==> config.mk <==
export PLATFORM = sky130hd
export DESIGN_NAME = rf_write_arbiter
export DESIGN_NICKNAME = d
export VERILOG_FILES = /design/src/rtl/rf_write_arbiter.sv
export SDC_FILE = /design/constraint.sdc
export NUM_CORES = 1
export LEC_CHECK = 0
export BUFFER_PORTS_ARGS = -buffer_cell sky130_fd_sc_hd__buf_2
export CAP_MARGIN = 20
export CORE_ASPECT_RATIO = 0.8
export CORE_MARGIN = 1.5
export CORE_UTILIZATION = 45
export DETAILED_ROUTE_END_ITERATION = 6
export GPL_ROUTABILITY_DRIVEN = 0
export PLACE_DENSITY_LB_ADDON = 0.12
export SYNTH_ARGS = -nofsm -noshare
export SYNTH_HDL_FRONTEND = slang
export SYNTH_SLANG_ARGS = --single-unit
==> constraint.sdc <==
create_clock -name clk -period 5.95 [get_ports clk]
set_input_delay 0.2975 -clock clk [delete_from_list [all_inputs] [get_ports clk]]
set_output_delay 0.2975 -clock clk [all_outputs]
set_load 0.05 [all_outputs]
==> src/rtl/rf_write_arbiter.sv <==
// Round-robin arbiter sharing one register-file write port among NREQ writeback sources.
// A one-entry stage captures the winner on the rising edge and drives the write port and per-register enables.
module rf_write_arbiter #(
    parameter int unsigned NREQ   = 4,
    parameter int unsigned ADDR_W = 5,
    parameter int unsigned DATA_W = 32
) (
    input  logic                       clk,
    input  logic                       clr,
    input  logic [NREQ-1:0]            req_valid,
    input  logic [NREQ*ADDR_W-1:0]     req_addr,
    input  logic [NREQ*DATA_W-1:0]     req_data,
    output logic [NREQ-1:0]            req_ready,
    input  logic                       wr_stall,
    output logic                       rf_we,
    output logic [ADDR_W-1:0]          rf_addr,
    output logic [DATA_W-1:0]          rf_data,
    output logic [(2**ADDR_W)-1:0]     rf_dec,
    output logic [$clog2(NREQ)-1:0]    grant_id,
    output logic                       busy
);

    localparam int unsigned GID_W = $clog2(NREQ);
    localparam int unsigned SUM_W = GID_W + 1;

    logic                 r_sv;
    logic [ADDR_W-1:0]    r_addr;
    logic [DATA_W-1:0]    r_data;
    logic [GID_W-1:0]     r_gid;
    logic [GID_W-1:0]     r_ptr;

    logic                 w_accept;
    logic [2*NREQ-1:0]    w_dbl;
    logic [NREQ-1:0]      w_rot;
    logic                 w_found;
    logic [GID_W-1:0]     w_off;
    logic [SUM_W-1:0]     w_sum;
    logic [GID_W-1:0]     w_win;
    logic [GID_W-1:0]     w_ptr_nxt;
    logic [ADDR_W-1:0]    w_sel_addr;
    logic [DATA_W-1:0]    w_sel_data;
    logic [ADDR_W-1:0]    w_addr_arr [NREQ];
    logic [DATA_W-1:0]    w_data_arr [NREQ];

    // Unpack the flat request buses into per-requester entries.
    for (genvar g = 0; g < NREQ; g++) begin : g_unpack
        assign w_addr_arr[g] = req_addr[g*ADDR_W +: ADDR_W];
        assign w_data_arr[g] = req_data[g*DATA_W +: DATA_W];
    end

    // The stage can take a new entry when empty or when its write drains this cycle.
    assign w_accept = !r_sv || !wr_stall;

    // Rotate so bit 0 is the pointer position; the first set bit is the winner's offset.
    assign w_dbl = {req_valid, req_valid} >> r_ptr;
    assign w_rot = w_dbl[NREQ-1:0];

    always_comb begin
        w_found = 1'b0;
        w_off   = '0;
        for (int unsigned j = 0; j < NREQ; j++) begin
            if (!w_found && w_rot[j]) begin
                w_found = 1'b1;
                w_off   = GID_W'(j);
            end
        end
    end

    assign w_sum     = {1'b0, r_ptr} + {1'b0, w_off};
    assign w_win     = (w_sum >= SUM_W'(NREQ)) ? GID_W'(w_sum - SUM_W'(NREQ)) : GID_W'(w_sum);
    assign w_ptr_nxt = (w_win == GID_W'(NREQ - 1)) ? '0 : w_win + GID_W'(1);

    assign w_sel_addr = w_addr_arr[w_win];
    assign w_sel_data = w_data_arr[w_win];

    // Ready is held low during reset so no requester sees a grant it cannot complete.
    assign req_ready = (clr && w_found && w_accept) ? (NREQ'(1) << w_win) : '0;

    // Output stage and round-robin pointer.
    always_ff @(posedge clk or negedge clr) begin
        if (!clr) begin
            r_sv   <= 1'b0;
            r_addr <= '0;
            r_data <= '0;
            r_gid  <= '0;
            r_ptr  <= '0;
        end else if (w_accept) begin
            if (w_found) begin
                r_sv   <= 1'b1;
                r_addr <= w_sel_addr;
                r_data <= w_sel_data;
                r_gid  <= w_win;
                r_ptr  <= w_ptr_nxt;
            end else begin
                r_sv   <= 1'b0;
            end
        end
    end

    // Writes to register 0 are consumed but never reach the bank.
    assign rf_we    = r_sv && !wr_stall && (r_addr != '0);
    assign rf_addr  = r_addr;
    assign rf_data  = r_data;
    assign grant_id = r_gid;
    assign busy     = r_sv;

    always_comb begin
        rf_dec         = '0;
        rf_dec[r_addr] = rf_we;
    end

endmodule
# Word level (Yosys, flattened, before mapping)
# Index checks and enable logic that the tools add are counted.
[word_totals] register_bits=42 output_inout_bits=77 word_cells=52
[classes] addsub=3 order_cmp=4 n_eq_ne=1 shifts=2 mux=19 bitwise=2 reduce_logical=16
[op_table] cell="$bmux W32 S2" n=1
[op_table] cell="$mux W32" n=2
[op_table] cell="$and A32 B32 Y32" n=1
[op_table] cell="$bmux W5 S2" n=1
[op_table] cell="$mux W5" n=2
[op_table] cell="$logic_and A1 B1 Y1" n=8
[op_table] cell="$mux W2" n=4
[op_table] cell="$shr A8 B2 Y4" n=1
[op_table] cell="$mux W1" n=7
[op_table] cell="$ge A3 B3 Y1 const B" n=2
[op_table] cell="$lt A5 B6 Y1 const B" n=1
[op_table] cell="$demux W1 S5" n=1
[op_table] cell="$ge A5 B1 Y1 const B" n=1
[op_table] cell="$logic_not A1 Y1" n=5
[op_table] cell="$reduce_bool A5 Y1" n=1
[op_table] cell="$mux W4" n=1
[op_table] cell="$shl A1 B2 Y4 const A" n=1
[op_table] cell="$add A2 B2 Y3" n=1
[op_table] cell="$not A2 Y3" n=1
[op_table] cell="$add A2 B1 Y2 const B" n=1
[op_table] cell="$eq A2 B2 Y1 const B" n=1
[op_table] cell="$reduce_and A2 Y1" n=1
[op_table] cell="$sub A2 B1 Y2 const B" n=1
[op_table] cell="$logic_or A1 B1 Y1" n=1

# Longest topological paths before layout
[depth] word_depth=18 depth_mapped=15

# Least setup slack after synthesis
# No wires, ideal clock.
[synth_timing] kind="register to output" startpoint="register r_ptr[0]" endpoint="output port req_ready[1]" t_arrival_ns=3.161 t_required_ns=5.653 slack_ns=2.492 stages_incl_launch_ff=13 path_buffers=3 path_cell_list="dfrtp_1 -> buf_6 -> o311ai_0 -> o21ai_0 -> o221ai_1 -> ha_1 -> xor2_1 -> a21oi_1 -> buf_2 -> buf_6 -> nor2_2 -> inv_2 -> nor3b_1"
[synth_via] elab_chain_len=16 word_cells_on_any_way=22
[synth_lines] element="start, declared" line="30" source="logic [GID_W-1:0] r_ptr;"
[synth_lines] element="start signal, assigned" line="93" source="r_ptr <= w_ptr_nxt;"
[synth_lines] element="$shr A8 B2 Y4" line="55" source="assign w_dbl = {req_valid, req_valid} >> r_ptr;"
[synth_lines] element="$mux W1" line="62" source="if (!w_found && w_rot[j]) begin"
[synth_lines] element="$logic_not A1 Y1" line="62"
[synth_lines] element="$logic_and A1 B1 Y1" line="62"
[synth_lines] element="$mux W1" line="62"
[synth_lines] element="$logic_not A1 Y1" line="62"
[synth_lines] element="$logic_and A1 B1 Y1" line="62"
[synth_lines] element="$mux W1" line="62"
[synth_lines] element="$logic_not A1 Y1" line="62"
[synth_lines] element="$logic_and A1 B1 Y1" line="62"
[synth_lines] element="$mux W2" line="62"
[synth_lines] element="$add A2 B2 Y3" line="69" source="assign w_sum = {1'b0, r_ptr} + {1'b0, w_off};"
[synth_lines] element="$ge A3 B3 Y1 or $sub A2 B1 Y2 (tied branches)" line="70" source="assign w_win = (w_sum >= SUM_W'(NREQ)) ? GID_W'(w_sum - SUM_W'(NREQ)) : GID_W'(w_sum);"
[synth_lines] element="$mux W2" line="70"
[synth_lines] element="$shl A1 B2 Y4" line="77" source="assign req_ready = (clr && w_found && w_accept) ? (NREQ'(1) << w_win) : '0;"
[synth_lines] element="$mux W4 (*)" line="77"
[synth_lines] element="end, declared" line="13" source="output logic [NREQ-1:0] req_ready,"
# Every way passes the cells marked *; elsewhere a longest branch is shown, timed or not.

# Worst setup path after layout
[layout_timing] startpoint="register r_ptr[0]" endpoint="output port req_ready[3]"
# Same word-level chain as after synthesis.

==> implementation parameters <==
Parameter                              Value

Finish
  Net count, final ... 767
  Number of filler cells placed in the layout ... 724
  Fraction of layout cells with a size suffix above 1 ... 47.6%
  Area growth from synthesis to layout ... 33.8%
  Flip-flop and latch area ... 1050 µm²
  Final design utilization ... 61.5%
  Area occupied by multi-input gates ... 2320 µm²
  Count of antenna diodes in the layout ... 0

Timing
  Fmax ... 270 MHz
  Portion of the clock cycle consumed by the worst path in the final layout ... 62.2%
  Fin Setup TNS ... 0 ps
  Tightest Pin Transition ... 985 ps
  Final hold vios ... 0
  Period minus WS final ... 3700 ps
  Worst Skew ... 4.43 ps
  Relative max-transition margin ... 34.3%
  RSZ-0062 raised after global routing ... false
  Finish-stage setup viols ... 0
  Final Max Slew Viols ... 0

GRT
  Number of global-route vias before repair ... 3594
  GRT Resource Usage Total ... 25.1%
  First-pass GRT wire length ... 17200 µm
  Number of antenna violations at the first check in global routing ... 0
  Total gr overflow ... 0
  Largest net degree at the start of global routing ... 109

Power
  Cell internal pwr ... 1.32 mW
  Switching power ... 1.93 mW
  Clock Power Share ... 5.6%
  Switching share of power ... 59.3%
  Leakage component of the power ... 2.23 nW
  Power per cell area ... 672 nW/µm²
  Share of power burned in combinational logic ... 77.5%
  Maximum ir drop on the vdd rail ... 0.302 mV
  Power share of the sequential group ... 16.9%

Clock network
  Number of buffers created by CTS ... 5
  CTS tree ... yes
  Total clock sinks ... 42
  H-tree levels ... 2
  Total of cells resized after clock tree synthesis ... 0
  Bufs on Longest Clock Path ... 2
  Later-pin clock latency in the skew report ... 290 ps
  Hold buffers post-CTS ... 0
  Root buf cell ... sky130_fd_sc_hd__clkbuf_8
  Number of buffers added for setup after CTS ... 0
  Clock-pin slew on the worst setup and hold paths ... 80 ps

Drt
  Detail-routed net length per standard cell ... 15.2 µm
  Drt first pass iters ... 5
  Via count ... 3903
  Via/cell ratio ... 5.43
  WL final ... 10900 µm
  Count of antenna-violating nets left after detailed routing ... 0
  Number of design rule violations left after detail routing ... 0
  Initial drt markers ... 142

Synth
  Cell area after technology mapping ... 3620 µm²
  YS warnings ... 0
  Syn Inst Count ... 411
  Top post-synthesis cells by count ... sky130_fd_sc_hd__nor2b_1, sky130_fd_sc_hd__nand2_1, sky130_fd_sc_hd__dfrtp_1
  Most instantiated library cell after synthesis ... sky130_fd_sc_hd__nor2b_1
  Top_reg_cell synth ... sky130_fd_sc_hd__dfrtp_1
  Share of the synthesized area in the top cell type ... 29.1%
  Async set or reset register ratio after synthesis ... 100%
  Number of nets produced by synthesis ... 568
  Library cell with the largest summed area after synthesis ... sky130_fd_sc_hd__dfrtp_1
  Post-Synthesis Mean Instance Area ... 8.80 µm²
  Number of enable flip-flop cells after synthesis ... 0
  Number of library cell types mapped by synthesis ... 48
  Seq/Total Area, Yosys ... 29.1%
  Number of synthesized register bits ... 42
  Cells taking the most area after synthesis ... sky130_fd_sc_hd__dfrtp_1, sky130_fd_sc_hd__nor2b_1, sky130_fd_sc_hd__a2111oi_2

Setup path
  Cells along the critical path ... o311ai_0 -> o21ai_0 -> o221ai_1 -> ha_4 -> xnor2_1 -> nor3_4 -> nor2_2 -> inv_2 -> ha_1 -> and3_1 -> buf_2
  Data arrival, critical path ... 3400 ps
  Crit-path max FO ... 16
  Crit Path Class ... flop to output pin
  Critical path data required time ... 5650 ps
  CP max stage delay ... 770 ps
  Worst Setup End Kind ... output pin
  Crit start category ... flop
  Crit-path slowest cell ... sky130_fd_sc_hd__nor3_4

Job
  Number of maximum-capacitance violations ... 0

Floorplan
  Die Height ... 83.2 µm
  Total number of placement rows ... 29
  Core Region ... 7870 µm²
  Die area ... 8590 µm²
  I/O pin count ... 232
  Initial standard-cell utilization of the core ... 45.9%
  Overall die width ... 103 µm

Placement
  Port Buffers ... 230
  Detailed placement HPWL ... 7900 µm

Min path
  Worst hold path type ... primary input to async pin

Outcome
  Run status ... completed
[state kept, by name, summed over array words and instances, names as in the netlist]
| register | count |
|---|---|
| busy | 1 |
| grant_id | 2 |
| r_ptr | 2 |
| rf_addr | 5 |
| rf_data | 32 |
[cell type report]
cell class,instances,area share [%]
clock buffer,5,1.42
clock inverter,3,0.440
inverter,2,0.155
multi-input combinational,322,47.9
sequential,42,21.7
tap,108,2.79
timing repair buffer,237,25.5
[final timing paths]
| kind | start | endpoint | slack, ps | cells after the start |
|---|---|---|---|---|
| min in group clk | wr_stall | busy$_DFFE_PN0N_ | 320 | 3 |
| max reg2reg | r_ptr[0]$_DFFE_PN0P_ | rf_addr[3]$_DFFE_PN0P_ | 2480 | 8 |
| min reg2reg | rf_data[23]$_DFFE_PN0P_ | rf_data[23]$_DFFE_PN0P_ | 480 | 2 |
| min | clr | rf_data[27]$_DFFE_PN0P_ | 70 | 2 |
| max | r_ptr[0]$_DFFE_PN0P_ | req_ready[3] | 2250 | 11 |
| max in group asynchronous | clr | r_ptr[1]$_DFFE_PN0P_ | 5500 | 2 |
[cells by family after synthesis]
kind of cell	count (synthesis)	synth area share, %
flops	42	29.1
compound gates	126	34.3
mux	1	0.415
xor+xnor	2	0.484
fa+ha+maj	2	0.692
simple gates	190	27.4
buf+inv	47	7.54
other cells	1	0.104
[metal layers]
layer / wire [µm] / vias to the layer above / GRT usage (%)
li1: - / 1949 / -
met1: 4680 / 1786 / 32.0
met2: 5380 / 160 / 44.5
met3: 747 / 8 / 4.38
met4: 93 / 0 / 4.67
met5: 0 / - / 0
[critical path: cells and delay by family, from the launching register on]
kind                     cells  cell delay [ps]
flip-flops                   1              530
AND/OR/NAND/NOR              3             1020
buffers and inverters        2              370
AO/OA/AOI/OAI                3              700
adder cells (fa/ha/maj)      2              350
XOR/XNOR                     1              140
[per-stage QoR]
step	setup slack (ps)	hold WS, ps	std cells	total power [mW]	area (µm²)
after floorplan	2490	1.91	411	2.63	3620
after global placement	2670	410	709	2.99	4700
after detailed placement	2490	412	709	3.04	4700
after CTS	2220	91.7	717	3.23	4790
after global routing	1980	122	719	3.52	4840
final	2250	66.1	719	3.25	4840
[placed cells by master (no fill, tap or decap), types with 2 or more instances in the layout]
cell and n:
sky130_fd_sc_hd__buf_2 230, sky130_fd_sc_hd__nor2b_1 76, sky130_fd_sc_hd__nand2_1 53, sky130_fd_sc_hd__dfrtp_1 42
sky130_fd_sc_hd__o31ai_1 36, sky130_fd_sc_hd__nor2_1 35, sky130_fd_sc_hd__a221oi_1 27, sky130_fd_sc_hd__a2111oi_2 19
sky130_fd_sc_hd__a2111oi_0 18, sky130_fd_sc_hd__a221oi_2 10, sky130_fd_sc_hd__nand3b_1 5, sky130_fd_sc_hd__clkbuf_8 5
sky130_fd_sc_hd__buf_4 5, sky130_fd_sc_hd__nand3_1 4, sky130_fd_sc_hd__nor3_1 4, sky130_fd_sc_hd__o21ai_0 3
sky130_fd_sc_hd__or3b_2 2, sky130_fd_sc_hd__o31ai_2 2
[power by group through the flow]
stage | registers (mW) | clock network, mW | logic [mW]
finish | 0.548 | 0.183 | 2.52
floorplan | 0.979 | 0 | 1.65
detailed placement | 0.551 | 0 | 2.49
CTS | 0.549 | 0.191 | 2.49
global route | 0.572 | 0.201 | 2.75
global placement | 0.544 | 0 | 2.45
No activity file was read; power rests on OpenSTA's default activity.
